## src/rtl/ula_ctrl.sv

```systemverilog
// ALU sequencer: accepts one request, holds operands for SETTLE_CYCLES, then captures the result.
// Optional macro ULA_CTRL_DIV0_DET_EN forces 16'hFFFF with rsp_err on divide-by-zero captures.
module ula_ctrl #(
    parameter int unsigned SETTLE_CYCLES = 1
) (
    input  logic        clk,
    input  logic        rst_n,
    input  logic        req_valid,
    output logic        req_ready,
    input  logic [3:0]  req_sel,
    input  logic [7:0]  req_a,
    input  logic [7:0]  req_b,
    output logic [3:0]  ula_sel,
    output logic [7:0]  ula_a,
    output logic [7:0]  ula_b,
    input  logic [15:0] ula_s,
    output logic        rsp_valid,
    input  logic        rsp_ready,
    output logic [15:0] rsp_data,
    output logic        rsp_zero,
    output logic        rsp_err
);

    typedef enum logic [1:0] {IDLE, DRIVE, RESP} state_t;

    localparam logic [3:0] CNT_INIT = 4'(SETTLE_CYCLES - 1);
`ifdef ULA_CTRL_DIV0_DET_EN
    localparam bit DIV0_EN = 1'b1;
`else
    localparam bit DIV0_EN = 1'b0;
`endif

    state_t      state_q, state_d;
    logic [3:0]  cnt_q, cnt_d;
    logic        live_q;
    logic [3:0]  sel_q, sel_d;
    logic [7:0]  a_q, a_d, b_q, b_d;
    logic [15:0] data_q, data_d;
    logic        zero_q, zero_d, err_q, err_d;
    logic        accept, capture, div0;
    logic [15:0] result;

    // live_q keeps req_ready low while reset is held, rising on the first released edge
    always_ff @(posedge clk) begin
        if (!rst_n) begin
            state_q <= IDLE;
            cnt_q   <= '0;
            live_q  <= 1'b0;
            sel_q   <= '0;
            a_q     <= '0;
            b_q     <= '0;
            data_q  <= '0;
            zero_q  <= 1'b0;
            err_q   <= 1'b0;
        end else begin
            state_q <= state_d;
            cnt_q   <= cnt_d;
            live_q  <= 1'b1;
            sel_q   <= sel_d;
            a_q     <= a_d;
            b_q     <= b_d;
            data_q  <= data_d;
            zero_q  <= zero_d;
            err_q   <= err_d;
        end
    end

    always_comb begin
        state_d = state_q;
        case (state_q)
            IDLE:    if (accept) state_d = DRIVE;
            DRIVE:   if (cnt_q == 4'd0) state_d = RESP;
            RESP:    if (rsp_ready) state_d = IDLE;
            default: state_d = IDLE;
        endcase
    end

    always_comb begin
        req_ready = (state_q == IDLE) && live_q;
        rsp_valid = (state_q == RESP);
        accept    = req_ready && req_valid;
        capture   = (state_q == DRIVE) && (cnt_q == 4'd0);
        div0      = DIV0_EN && (sel_q == 4'b0011) && (b_q == 8'd0);
        result    = div0 ? 16'hFFFF : ula_s;

        cnt_d  = cnt_q;
        sel_d  = sel_q;
        a_d    = a_q;
        b_d    = b_q;
        data_d = data_q;
        zero_d = zero_q;
        err_d  = err_q;
        if (accept) begin
            sel_d = req_sel;
            a_d   = req_a;
            b_d   = req_b;
            cnt_d = CNT_INIT;
        end else if ((state_q == DRIVE) && (cnt_q != 4'd0)) begin
            cnt_d = cnt_q - 4'd1;
        end
        if (capture) begin
            data_d = result;
            zero_d = (result == 16'd0);
            err_d  = div0;
        end
    end

    assign ula_sel  = sel_q;
    assign ula_a    = a_q;
    assign ula_b    = b_q;
    assign rsp_data = data_q;
    assign rsp_zero = zero_q;
    assign rsp_err  = err_q;

endmodule

```

## config.mk

```make
export PLATFORM = sky130hd
export DESIGN_NAME = ula_ctrl
export DESIGN_NICKNAME = d
export VERILOG_FILES = /design/src/rtl/ula_ctrl.sv
export SDC_FILE = /design/constraint.sdc
export NUM_CORES = 1
export LEC_CHECK = 0
export BUFFER_PORTS_ARGS = -buffer_cell sky130_fd_sc_hd__buf_2
export CAP_MARGIN = 20
export CORE_UTILIZATION = 45
export CTS_BUF_LIST = sky130_fd_sc_hd__clkbuf_4 sky130_fd_sc_hd__clkbuf_8 sky130_fd_sc_hd__clkbuf_16
export CTS_CLUSTER_DIAMETER = 100
export CTS_CLUSTER_SIZE = 28
export DETAILED_ROUTE_END_ITERATION = 10
export GPL_ROUTABILITY_DRIVEN = 0
export PLACE_DENSITY = 0.77
export SYNTH_ARGS = -nofsm -noshare
export SYNTH_HDL_FRONTEND = slang
export SYNTH_SLANG_ARGS = --single-unit
```

## constraint.sdc

```tcl
create_clock -name clk -period 4.34 [get_ports clk]
set_input_delay 0.434 -clock clk [delete_from_list [all_inputs] [get_ports clk]]
set_output_delay 0.434 -clock clk [all_outputs]
set_load 0.005 [all_outputs]
```

; After elaboration in Yosys (flattened, before gate mapping)
; Cells that the tools add are included.
[classes]
bitwise = 1
n_eq_ne = 5
n_reduce_logical = 10
muxes = 5
n_addsub = 1
[op_table]
columns = op, n
row1 = zero test 16 bit, 1
row2 = two-way mux 2 bit, 3
row3 = case mux 2 bit (3 select lines), 1
row4 = logical AND 1 bit, 4
row5 = zero test 4 bit, 1
row6 = "!= test 2 bit, second input constant", 2
row7 = nonzero test 4 bit, 1
row8 = "subtractor 4 x 1 -> 4 bit, second input constant", 1
row9 = AND reduction 3 bit, 1
row10 = "equality test 2 x 1 -> 1 bit, second input constant", 1
row11 = "equality test 2 bit, second input constant", 1
row12 = zero test 2 bit, 1
row13 = "!= test 2 x 1 -> 1 bit, second input constant", 1
row14 = OR reduction 2 bit, 1
row15 = two-way mux 1 bit, 1
row16 = NOT 1 bit, 1
[totals]
regBits = 44
output_inout_bits = 40
word_cells = 30

; Depth between registers and ports, before layout
; Gate-level depths: netlist (run 1).
[logic_depth]
depth_word = 5
ltp_mapped = 7
depth_no_buf = 5

; Worst setup path before layout (run 1)
; OpenSTA, ideal clock, no wires.
[synth_path]
path_kind = reg-to-reg
startpoint = register cnt_q[0]
endpoint = register zero_q, in the netlist rsp_zero
arrival_ns = 1.322
stages_incl_launch_ff = 8
path_buffers = 2
t_required_ns = 4.220
setup_slack_ns = 2.897
period_less_slack_ns = 1.443
cell_sequence = dfxtp_1 > inv_1 > ha_1 > or3b_1 > buf_2 > buf_6 > o211ai_2 > o21ai_1
[synth_via]
elab_chain_cells = 2
[synth_lines]
columns = item, line
row1 = "start, declared", 34  ; logic [3:0] cnt_q, cnt_d;
row2 = "start signal, assigned", 57  ; cnt_q <= cnt_d;
row3 = zero test 4 bit, 82  ; capture = (state_q == DRIVE) && (cnt_q == 4'd0);
row4 = logical AND 1 bit, 82
row5 = "end signal, assigned", 63  ; zero_q <= zero_d;
row6 = "end, declared", 39  ; logic zero_q, zero_d, err_q, err_d;
; Every way passes these cells.
; A chain may end at the register's enable or synchronous reset.

; Worst setup path after layout (run 1)
[layout_path]
startpoint = register state_q[0]
endpoint = register cnt_q[3]
[layout_via]
elab_chain_cells = 4
word_cells_on_any_way = 6
cone_classes = eq/ne: 1 / reduce/logical: 5
[layout_lines]
columns = item, line
row1 = "start, declared", 33  ; state_t state_q, state_d;
row2 = "start signal, assigned", 56  ; state_q <= state_d;
row3 = zero test 2 bit, 79  ; req_ready = (state_q == IDLE) && live_q;
row4 = logical AND 1 bit, 79
row5 = logical AND 1 bit, 81  ; accept = req_ready && req_valid;
row6 = OR reduction 2 bit (no line), n/a
; Parallel ways exist; a longest one is shown, timed or not.

==> out/metrics.yaml, run 1 <==
global_route:
  grt_max_degree: 43
  grt_antenna_before_repair: 0
  gr-total-overflow: 0
  grt_pass1_wl_mm: 6.80
  grt_pass1_vias: 1576
  grtUsageTotal: 0.208
clock_tree:
  clockRootBuffer: "clkbuf_8"
  post_cts_buffers: 0
  clkLatencyLatePin_ns: 0.29
  clk_path_buf_depth: 2
  htree_levels: 2
  cts_resized: 0
  cts_buffers: 5
  clock_sinks: 44
  clk_pin_slew_ns: 0.08
  cts_hold_buffers: 0
  cts_tree: "yes"
synth:
  synth_ff_type: "dfxtp_1"
  ys_ff_latch: 44
  synth_top_area_cell: "dfxtp_1"
  synth_area_leaders: "dfxtp_1, a21boi_1, nand2_1"
  synth_compound_area_frac: 0.237
  synthAdderAreaFrac: 0.00696
  synth-xor-area-share: 0
  netlist_area_um2: 1800
  synth_simple_gate_area_frac: 0.213
  ys_seq_area_frac: 0.490
  synth_nets: 250
  yosysUniqueCellTypes: 33
  postSynthCellCount: 209
  ys_warn_count: 0
  avgSynthCellArea_um2: 8.60
  synth_edf_count: 0
  synth.area.mux_share: 0
  synth_top_family_by_area: "compound AO/OA/AOI/OAI gates"
  yosysTopAreaCellShare: 0.490
  async_reset_ff_frac: 0
final_layout:
  postLayoutCoreUtil: 0.611
  fill_cells: 378
  drive_gt1_frac: 0.321
  diodes: 0
  syn2layout_area_growth_pct: 27.2
  nets: 320
timing:
  max_freq_mhz: 549
  finalCriticalPeriod_ns: 1.82
  finalSetupViolations: 0
  rsz0062_at_grt: "false"
  slew_headroom: 0.424
  skew_ns: 0.00751
  fin_crit_sh: 0.420
  hold_violations: 0
  tightest_slew_ns: 0.859
  maxSlewViolCount: 0
  finalSetupTns_ns: 0
min_path:
  hold_class: "in2reg"
drt:
  dr.pass1.iters: 4
  vias: 1695
  wl_met3_um: 254
  wl_met2_mm: 2.14
  drt_iter0_drc: 80
  met1Wirelength_mm: 1.75
  drtAntennaViolNets: 0
  top_layer_used: "met4"
  drcViolationCount: 0
  wl_per_cell_um: 12.9
  finalWirelength_mm: 4.22
  viasPerCell: 5.17
critical_path:
  cp_max_fo: 23
  reg2regPathDepth: 3
  crit_start: "state_q[0]$_SDFFE_PN0P_"
  cp_cell_sequence: "nand2b_1 > or4_1 > a21oi_1"
  crit_type: "reg2reg"
  reg2reg_setup_slack_ns: 2.52
  crit_path_start_kind: "flop"
  r2r-start: "state_q[0]$_SDFFE_PN0P_"
  cp.arrival_ns: 2.04
  path_buf_inv: 0
  cp-end-kind: "flop"
  slowest_delay_ns: 0.68
  cp_slowest_cell: "or4_1"
  critPathRequiredTime_ns: 4.56
  regToRegEndpoint: "cnt_q[3]$_SDFFE_PP0P_"
  path_depth: 3
  crit_family: "simple AND/OR/NAND/NOR gates"
  worstSetupEndpoint: "cnt_q[3]$_SDFFE_PP0P_"
run:
  max_cap_violations: 0
placed_design:
  port_buffers: 78
  hpwlAfterDp_mm: 2.91
power_and_ir_drop:
  power.density_nw_per_um2: 340
  ir_drop_mv: 0.207
  power_w: 0.000778
  power.leakage_nw: 1.02
floorplan:
  placementRows: 22
  die-area_um2: 4250
  fp.coreArea_um2: 3740
  start_util: 0.480
  dieWidth_um: 65.2
  ios: 80
  fp.dieH_um: 65.2
outcome:
  outcome: "completed"
logic make-up (layout without fill, tap and decap cells):
logic type	after synthesis	after routing
compound gates	64	64
buf+inv	21	92
other cells	1	1
flops	44	44
fa+ha+maj	1	1
simple gates	78	78
per-layer routing:
layer,vias up,track usage
met5,-,0
li1,866,-
met1,759,0.236
met4,0,0.117
met3,8,0.0434
met2,62,0.361
power breakdown:
| group | internal (W) | switching, W | total, W |
|---|---|---|---|
| Combinational | 0.0000403 | 0.0000416 | 0.0000819 |
| Sequential | 0.000419 | 0.00000766 | 0.000427 |
| Clock | 0.000136 | 0.000134 | 0.000269 |
area by class of cell:
class                   count  area [µm²]  share of cell area
clock inverters             1        7.51             0.00328
clock buffers               7        90.1              0.0394
multi-input cells         144         825               0.361
repair buffers             80         409               0.179
well taps                  48        60.1              0.0263
inverters                   4        15.0             0.00656
flip-flops and latches     44         881               0.385
layout by cell type (no fill, tap or decap), types with 2 or more instances in the layout:
cell type | synthesis | routed
o21ai_1 | 17 | 17
nor2b_1 | 3 | 3
inv_1 | 4 | 4
or4_1 | 2 | 2
a21oi_1 | 4 | 4
buf_2 | 2 | 78
o21ai_0 | 3 | 3
nor2_1 | 2 | 2
dfxtp_1 | 44 | 44
nor4_1 | 2 | 2
a21boi_1 | 36 | 36
nand2_1 | 41 | 41
nand3_1 | 18 | 18
clkbuf_8 | 0 | 6
synthesized netlist by cell type, drive strengths merged, types with 2 or more instances:
cell type,number
a21boi,36
a21oi,4
buf,6
clkbuf,11
dfxtp,44
inv,4
nand2,41
nand3,18
nor2,2
nor2b,3
nor3b,2
nor4,2
o21ai,20
or4,2
metrics by stage:
stage	worst slack, ns	cells	hold slack, ns	area [µm²]
global route	2.31	328	0.357	2290
finish	2.52	328	0.365	2290
global placement	2.44	319	0.438	2180
floorplan	2.90	209	0.451	1800
detailed placement	2.37	319	0.444	2180
CTS	2.35	327	0.360	2280
sequential cells by signal, indices dropped and copies added (netlist names):
name / cells
ula_a: 8
live_q: 1
rsp_data: 16
cnt_q: 4
ula_sel: 4
state_q: 2
rsp_zero: 1
ula_b: 8
worst min-delay path by stage:
stage | end | startpoint | cells after the start | slack [ns]
6_report | ula_a[0]$_SDFFE_PN0P_ | req_a[0] | 3 | 0.37
5_1_grt | ula_a[4]$_SDFFE_PN0P_ | req_a[4] | 3 | 0.36
4_1_cts | ula_a[4]$_SDFFE_PN0P_ | req_a[4] | 3 | 0.36
3_5_place_dp | ula_sel[2]$_SDFFE_PN0P_ | ula_sel[2]$_SDFFE_PN0P_ | 2 | 0.44
3_3_place_gp | ula_b[6]$_SDFFE_PN0P_ | ula_b[6]$_SDFFE_PN0P_ | 2 | 0.44
2_1_floorplan | ula_a[0]$_SDFFE_PN0P_ | ula_a[0]$_SDFFE_PN0P_ | 2 | 0.45
tightest hold or removal path, delay by kind of cell:
family                 cells  cell delay (ns)
and+or+nand+nor            1             0.04
AOI/OAI and AO/OA          1             0.05
buffers and inverters      1             0.09
Power figures use the tool's default switching activity.
==> inputs of run 2 (changes only) <==
--- a/config.mk
+++ b/config.mk
@@ -7,13 +7,13 @@
 export LEC_CHECK = 0
 export BUFFER_PORTS_ARGS = -buffer_cell sky130_fd_sc_hd__buf_2
 export CAP_MARGIN = 20
-export CORE_UTILIZATION = 45
+export CORE_UTILIZATION = 42
 export CTS_BUF_LIST = sky130_fd_sc_hd__clkbuf_4 sky130_fd_sc_hd__clkbuf_8 sky130_fd_sc_hd__clkbuf_16
 export CTS_CLUSTER_DIAMETER = 100
 export CTS_CLUSTER_SIZE = 28
 export DETAILED_ROUTE_END_ITERATION = 10
 export GPL_ROUTABILITY_DRIVEN = 0
-export PLACE_DENSITY = 0.77
+export PLACE_DENSITY = 0.75
 export SYNTH_ARGS = -nofsm -noshare
 export SYNTH_HDL_FRONTEND = slang
 export SYNTH_SLANG_ARGS = --single-unit
==> constraint.sdc (replaced) <==
create_clock -name clk -period 1.5 [get_ports clk]
set_input_delay 0.15 -clock clk [delete_from_list [all_inputs] [get_ports clk]]
set_output_delay 0.15 -clock clk [all_outputs]
set_load 0.005 [all_outputs]
==> run 2 against run 1 <==
Net effect:
- critical path depth up 3
- hold slack worse by 0.30 ns
- global-route usage shrank 2.3 points
- wire length increased by 1.8%
- die area increased by 6.9%
- total power increased to 3.1 times the previous value
- largest power group unchanged
- fmax up 25%
- final area grew 9.4%
- final cell count up 4.6%
- sequential share of layout area shrank 3.2 points
- clock skew is essentially flat
==> out/metrics.yaml, run 2 (synthesis gave the netlist of run 1 again) <==
power_and_ir_drop:
  power.density_nw_per_um2: 976
  power.leakage_nw: 1.11
  ir_drop_mv: 0.820
clock_tree:
  clk_pin_slew_ns: 0.09
  clkLatencyLatePin_ns: 0.30
  clockRootBuffer: "clkbuf_8"
  cts_hold_buffers: 0
  htree_levels: 2
  clock_sinks: 44
  cts_tree: "yes"
  clk_path_buf_depth: 2
  cts_buffers: 5
timing:
  finalSetupViolations: 0
  hold-worst-slack_ns: 0.0654
  finalCriticalPeriod_ns: 1.46
  maxSlewViolCount: 0
  hold_violations: 0
  rsz0062_at_grt: "true"
  fin_crit_sh: 0.971
  max_freq_mhz: 686
  fin_ws_ns: 0.0433
  skew_ns: 0.00717
global_route:
  grt_pass1_wl_mm: 6.31
  grt_pass1_vias: 1493
  grt_max_degree: 21
  grt_antenna_before_repair: 0
  gr-total-overflow: 0
  grtUsageTotal: 0.185
placed_design:
  pre_cts_ws_ns: 0.0556
  port_buffers: 78
  placed_area_um2: 2260
  hpwlAfterDp_mm: 2.93
  post-place-cells: 331
drt:
  vias: 1732
  viasPerCell: 5.05
  dr.pass1.iters: 4
  wl_per_cell_um: 12.5
  finalWirelength_mm: 4.30
  drtAntennaViolNets: 0
  drcViolationCount: 0
  drt_iter0_drc: 70
final_layout:
  largest_reg_flops: 16
  fill_cells: 354
  final_common_cell: "buf_2"
  postLayoutCellArea_um2: 2500
  syn2layout_area_growth_pct: 39.1
  postLayoutCoreUtil: 0.616
  final_cells: 343
  final_cell_mix: "buf_2, dfxtp_1, nand2_1, a21boi_1, nand3_1"
  drive_gt1_frac: 0.389
  diodes: 0
  nets: 333
floorplan:
  dieWidth_um: 67.4
  ios: 80
  fp.coreArea_um2: 4060
  placementRows: 23
  die-area_um2: 4550
  fp.dieH_um: 67.4
  start_util: 0.443
critical_path:
  cp_slowest_cell: "or3b_4"
  crit_type: "reg2reg"
  slowest_delay_ns: 0.44
  crit_path_start_kind: "flop"
  cp_cell_sequence: "inv_2 > ha_4 > or3b_4 > clkbuf_16 > o21ai_1 > a21boi_1"
  cp.arrival_ns: 1.65
  cp-end-kind: "flop"
  path_buf_inv: 2
  crit_family: "simple AND/OR/NAND/NOR gates"
  critPathRequiredTime_ns: 1.69
  cp_max_fo: 5
run:
  max_cap_violations: 0
min_path:
  hold_class: "in2reg"
outcome:
  outcome: "completed"
[run 2: cell types whose count changed in the layout (fill, tap and decap cells not counted), sizes merged]
| cell | delta |
|---|---|
| buf | +11 |
| bufinv | +1 |
| clkbuf | +1 |
| clkinv | +1 |
| clkinvlp | -1 |
[run 2: power breakdown]
| part | switching, W | internal [W] |
|---|---|---|
| Clock | 0.000410 | 0.000545 |
| Sequential | 0.0000216 | 0.00121 |
| Combinational | 0.000124 | 0.000129 |
[run 2: area by class of cell]
cell class / count / area [µm²] / share of cell area
inverters: 4 / 15.0 / 0.00600
clock inverters: 2 / 38.8 / 0.0155
multi-input cells: 144 / 865 / 0.346
clock buffers: 6 / 82.6 / 0.0330
repair buffers: 93 / 554 / 0.222
well taps: 50 / 62.6 / 0.0250
flip-flops and latches: 44 / 883 / 0.353
[run 2: worst paths after layout]
path	slack [ns]	end	cells past startpoint	from
max reg2reg	0.04	rsp_data[4]$_SDFFE_PN0P_	6	cnt_q[1]$_SDFFE_PP0P_
min reg2reg	0.45	ula_b[6]$_SDFFE_PN0P_	2	ula_b[6]$_SDFFE_PN0P_
max	0.04	rsp_data[4]$_SDFFE_PN0P_	6	cnt_q[1]$_SDFFE_PP0P_
min	0.07	live_q$_DFF_P_	1	rst_n
[run 2: per-layer routing]
metal	wire length, µm	vias to the layer above	GRT usage
met4	74	0	0.0931
met3	198	8	0.0422
met1	1950	791	0.224
li1	-	885	-
met2	2080	48	0.305
met5	0	-	0
[run 2: metrics by stage]
step | setup TNS (ns) | total power, W
6_report | 0 | 0.00244
3_5_place_dp | 0 | 0.00151
2_1_floorplan | 0 | 0.00138
4_1_cts | 0 | 0.00246
5_1_grt | -0.0686 | 0.00255
3_3_place_gp | 0 | 0.00151
[run 2: worst reg2reg max path, cell delays in order (launching register included)]
cell and delay [ns]:
dfxtp_2 0.34, inv_2 0.07, ha_4 0.13, or3b_4 0.44, clkbuf_16 0.18, o21ai_1 0.12
a21boi_1 0.07
[run 2: timing repair]
item / in CTS / in global routing
setup buffers: 0 / 1
endpoints found under the setup margin: 0 / 19
gates resized for setup: 0 / 16
==> inputs of run 3 (changes only) <==
--- a/config.mk
+++ b/config.mk
@@ -7,6 +7,7 @@
 export LEC_CHECK = 0
 export BUFFER_PORTS_ARGS = -buffer_cell sky130_fd_sc_hd__buf_2
 export CAP_MARGIN = 20
+export CORE_MARGIN = 2
 export CORE_UTILIZATION = 42
 export CTS_BUF_LIST = sky130_fd_sc_hd__clkbuf_4 sky130_fd_sc_hd__clkbuf_8 sky130_fd_sc_hd__clkbuf_16
 export CTS_CLUSTER_DIAMETER = 100
==> constraint.sdc (replaced) <==
create_clock -name clk -period 1.5 [get_ports clk]
set_input_delay 0.3 -clock clk [delete_from_list [all_inputs] [get_ports clk]]
set_output_delay 0.3 -clock clk [all_outputs]
set_load 0.005 [all_outputs]
==> run 3 against run 2 <==
Net effect:
- non-clock buffer count fell by 1
- fmax is 0.85% higher
- hold slack better by 0.16 ns
- count of clock-buffer cells in the layout unchanged
- critical path depth unchanged
- sequential cell count is the same
- combinational power about the same
- final cell count is 0.29% lower
- sequential power hardly changed
- die area grew 6.0%
- first-iteration DRC count rose by 31%
- largest power group unchanged
==> out/metrics.yaml, run 3 (synthesis gave the netlist of run 1 again) <==
clock_tree:
  clk_path_buf_depth: 2
  clk_pin_slew_ns: 0.08
  cts_tree: "yes"
  htree_levels: 2
  clockRootBuffer: "clkbuf_8"
  clkLatencyLatePin_ns: 0.30
  cts_buffers: 5
  clock_sinks: 44
timing:
  finalCriticalPeriod_ns: 1.44
  max_freq_mhz: 692
  finalSetupViolations: 0
  skew_ns: 0.00781
  finalSetupTns_ns: 0
  fin_crit_sh: 0.963
  hold_violations: 0
  maxSlewViolCount: 0
drt:
  wl_per_cell_um: 13.0
  dr.pass1.iters: 4
  drtAntennaViolNets: 0
  finalWirelength_mm: 4.44
  vias: 1776
  drt_iter0_drc: 92
  drcViolationCount: 0
  viasPerCell: 5.19
placed_design:
  post-place-cells: 332
  placed_area_um2: 2260
  port_buffers: 78
  hpwlAfterDp_mm: 3.23
final_layout:
  nets: 332
  final_cell_mix: "buf_2, dfxtp_1, nand2_1, a21boi_1, nand3_1"
  postLayoutCellArea_um2: 2450
  postLayoutCoreUtil: 0.604
  largest_reg_flops: 16
  final_cells: 342
  drive_gt1_frac: 0.366
  diodes: 0
  syn2layout_area_growth_pct: 36.4
  final_common_cell: "buf_2"
  fill_cells: 356
critical_path:
  path_buf_inv: 2
  cp-end-kind: "flop"
  cp_slowest_cell: "or3b_4"
  cp.arrival_ns: 1.62
  crit_path_start_kind: "flop"
  reg2regPathDepth: 6
  crit_family: "simple AND/OR/NAND/NOR gates"
  cp_cell_sequence: "inv_1 > ha_4 > or3b_4 > buf_8 > a21oi_1 > a211oi_1"
  critPathRequiredTime_ns: 1.67
  slowest_delay_ns: 0.38
  cp_max_fo: 12
  path_depth: 6
  crit_type: "reg2reg"
floorplan:
  die-area_um2: 4820
  placementRows: 23
  fp.dieH_um: 69.4
  start_util: 0.443
  fp.coreArea_um2: 4060
  ios: 80
  dieWidth_um: 69.4
global_route:
  grt_pass1_wl_mm: 7.66
  grtUsageTotal: 0.195
  grt_max_degree: 26
  grt_antenna_before_repair: 0
  grt_pass1_vias: 1741
  gr-total-overflow: 0
run:
  max_cap_violations: 0
power_and_ir_drop:
  power.density_nw_per_um2: 975
  ir_drop_mv: 0.570
  power.leakage_nw: 1.10
min_path:
  hold_class: "in2reg"
  hold_depth: 3
outcome:
  outcome: "completed"
run 3: cell count changes in the layout (fill, tap and decap cells not counted), sizes merged:
cell / change
clkbuf: -2
buf: +1
run 3: worst reg2reg max path, delay by kind of cell (launching register included):
kind	cells	cell delay, ns
AOI/OAI and AO/OA	2	0.23
and+or+nand+nor	1	0.38
adders and majority gates	1	0.14
DFF	1	0.33
buffers and inverters	2	0.25
run 3: final timing paths:
path | endpoint | slack [ns] | startpoint
setup / recovery | cnt_q[1]$_SDFFE_PP0P_ | 0.06 | cnt_q[1]$_SDFFE_PP0P_
hold / removal | ula_a[5]$_SDFFE_PN0P_ | 0.23 | req_a[5]
setup reg to reg | cnt_q[1]$_SDFFE_PP0P_ | 0.06 | cnt_q[1]$_SDFFE_PP0P_
hold reg to reg | ula_sel[0]$_SDFFE_PN0P_ | 0.45 | ula_sel[0]$_SDFFE_PN0P_
run 3: cell type report:
cell class / instances / area (µm²) / share of cell area
inverters: 4 / 15.0 / 0.00612
clock inverters: 2 / 35.0 / 0.0143
flip-flops and latches: 44 / 882 / 0.360
well taps: 50 / 62.6 / 0.0255
repair buffers: 92 / 532 / 0.217
clock buffers: 6 / 76.3 / 0.0311
multi-input cells: 144 / 850 / 0.346
run 3: metrics by stage:
stage,setup slack [ns],hold slack (ns),power (W)
final,0.0557,0.228,0.00239
after floorplan,0.0575,0.328,0.00138
after global placement,0.0990,0.438,0.00151
after global routing,-0.0455,0.226,0.00251
after CTS,0.0313,0.222,0.00242
after detailed placement,0.0485,0.443,0.00152
run 3: where the power goes:
part	internal, W	switching, W
logic	0.000128	0.000125
registers	0.00121	0.0000226
clock network	0.000512	0.000391
run 3: routing by layer:
metal,up-vias,track usage,wire length [µm]
met5,-,0,0
met4,0,0.0741,80
met3,9,0.0494,278
met2,68,0.324,2200
met1,817,0.242,1880
li1,882,-,-
run 3: timing repair:
action | CTS | global route
resized for setup | 0 | 10
endpoints found under the setup margin | 0 | 18
setup buffers | 0 | 2
hold buffers | 0 | 0
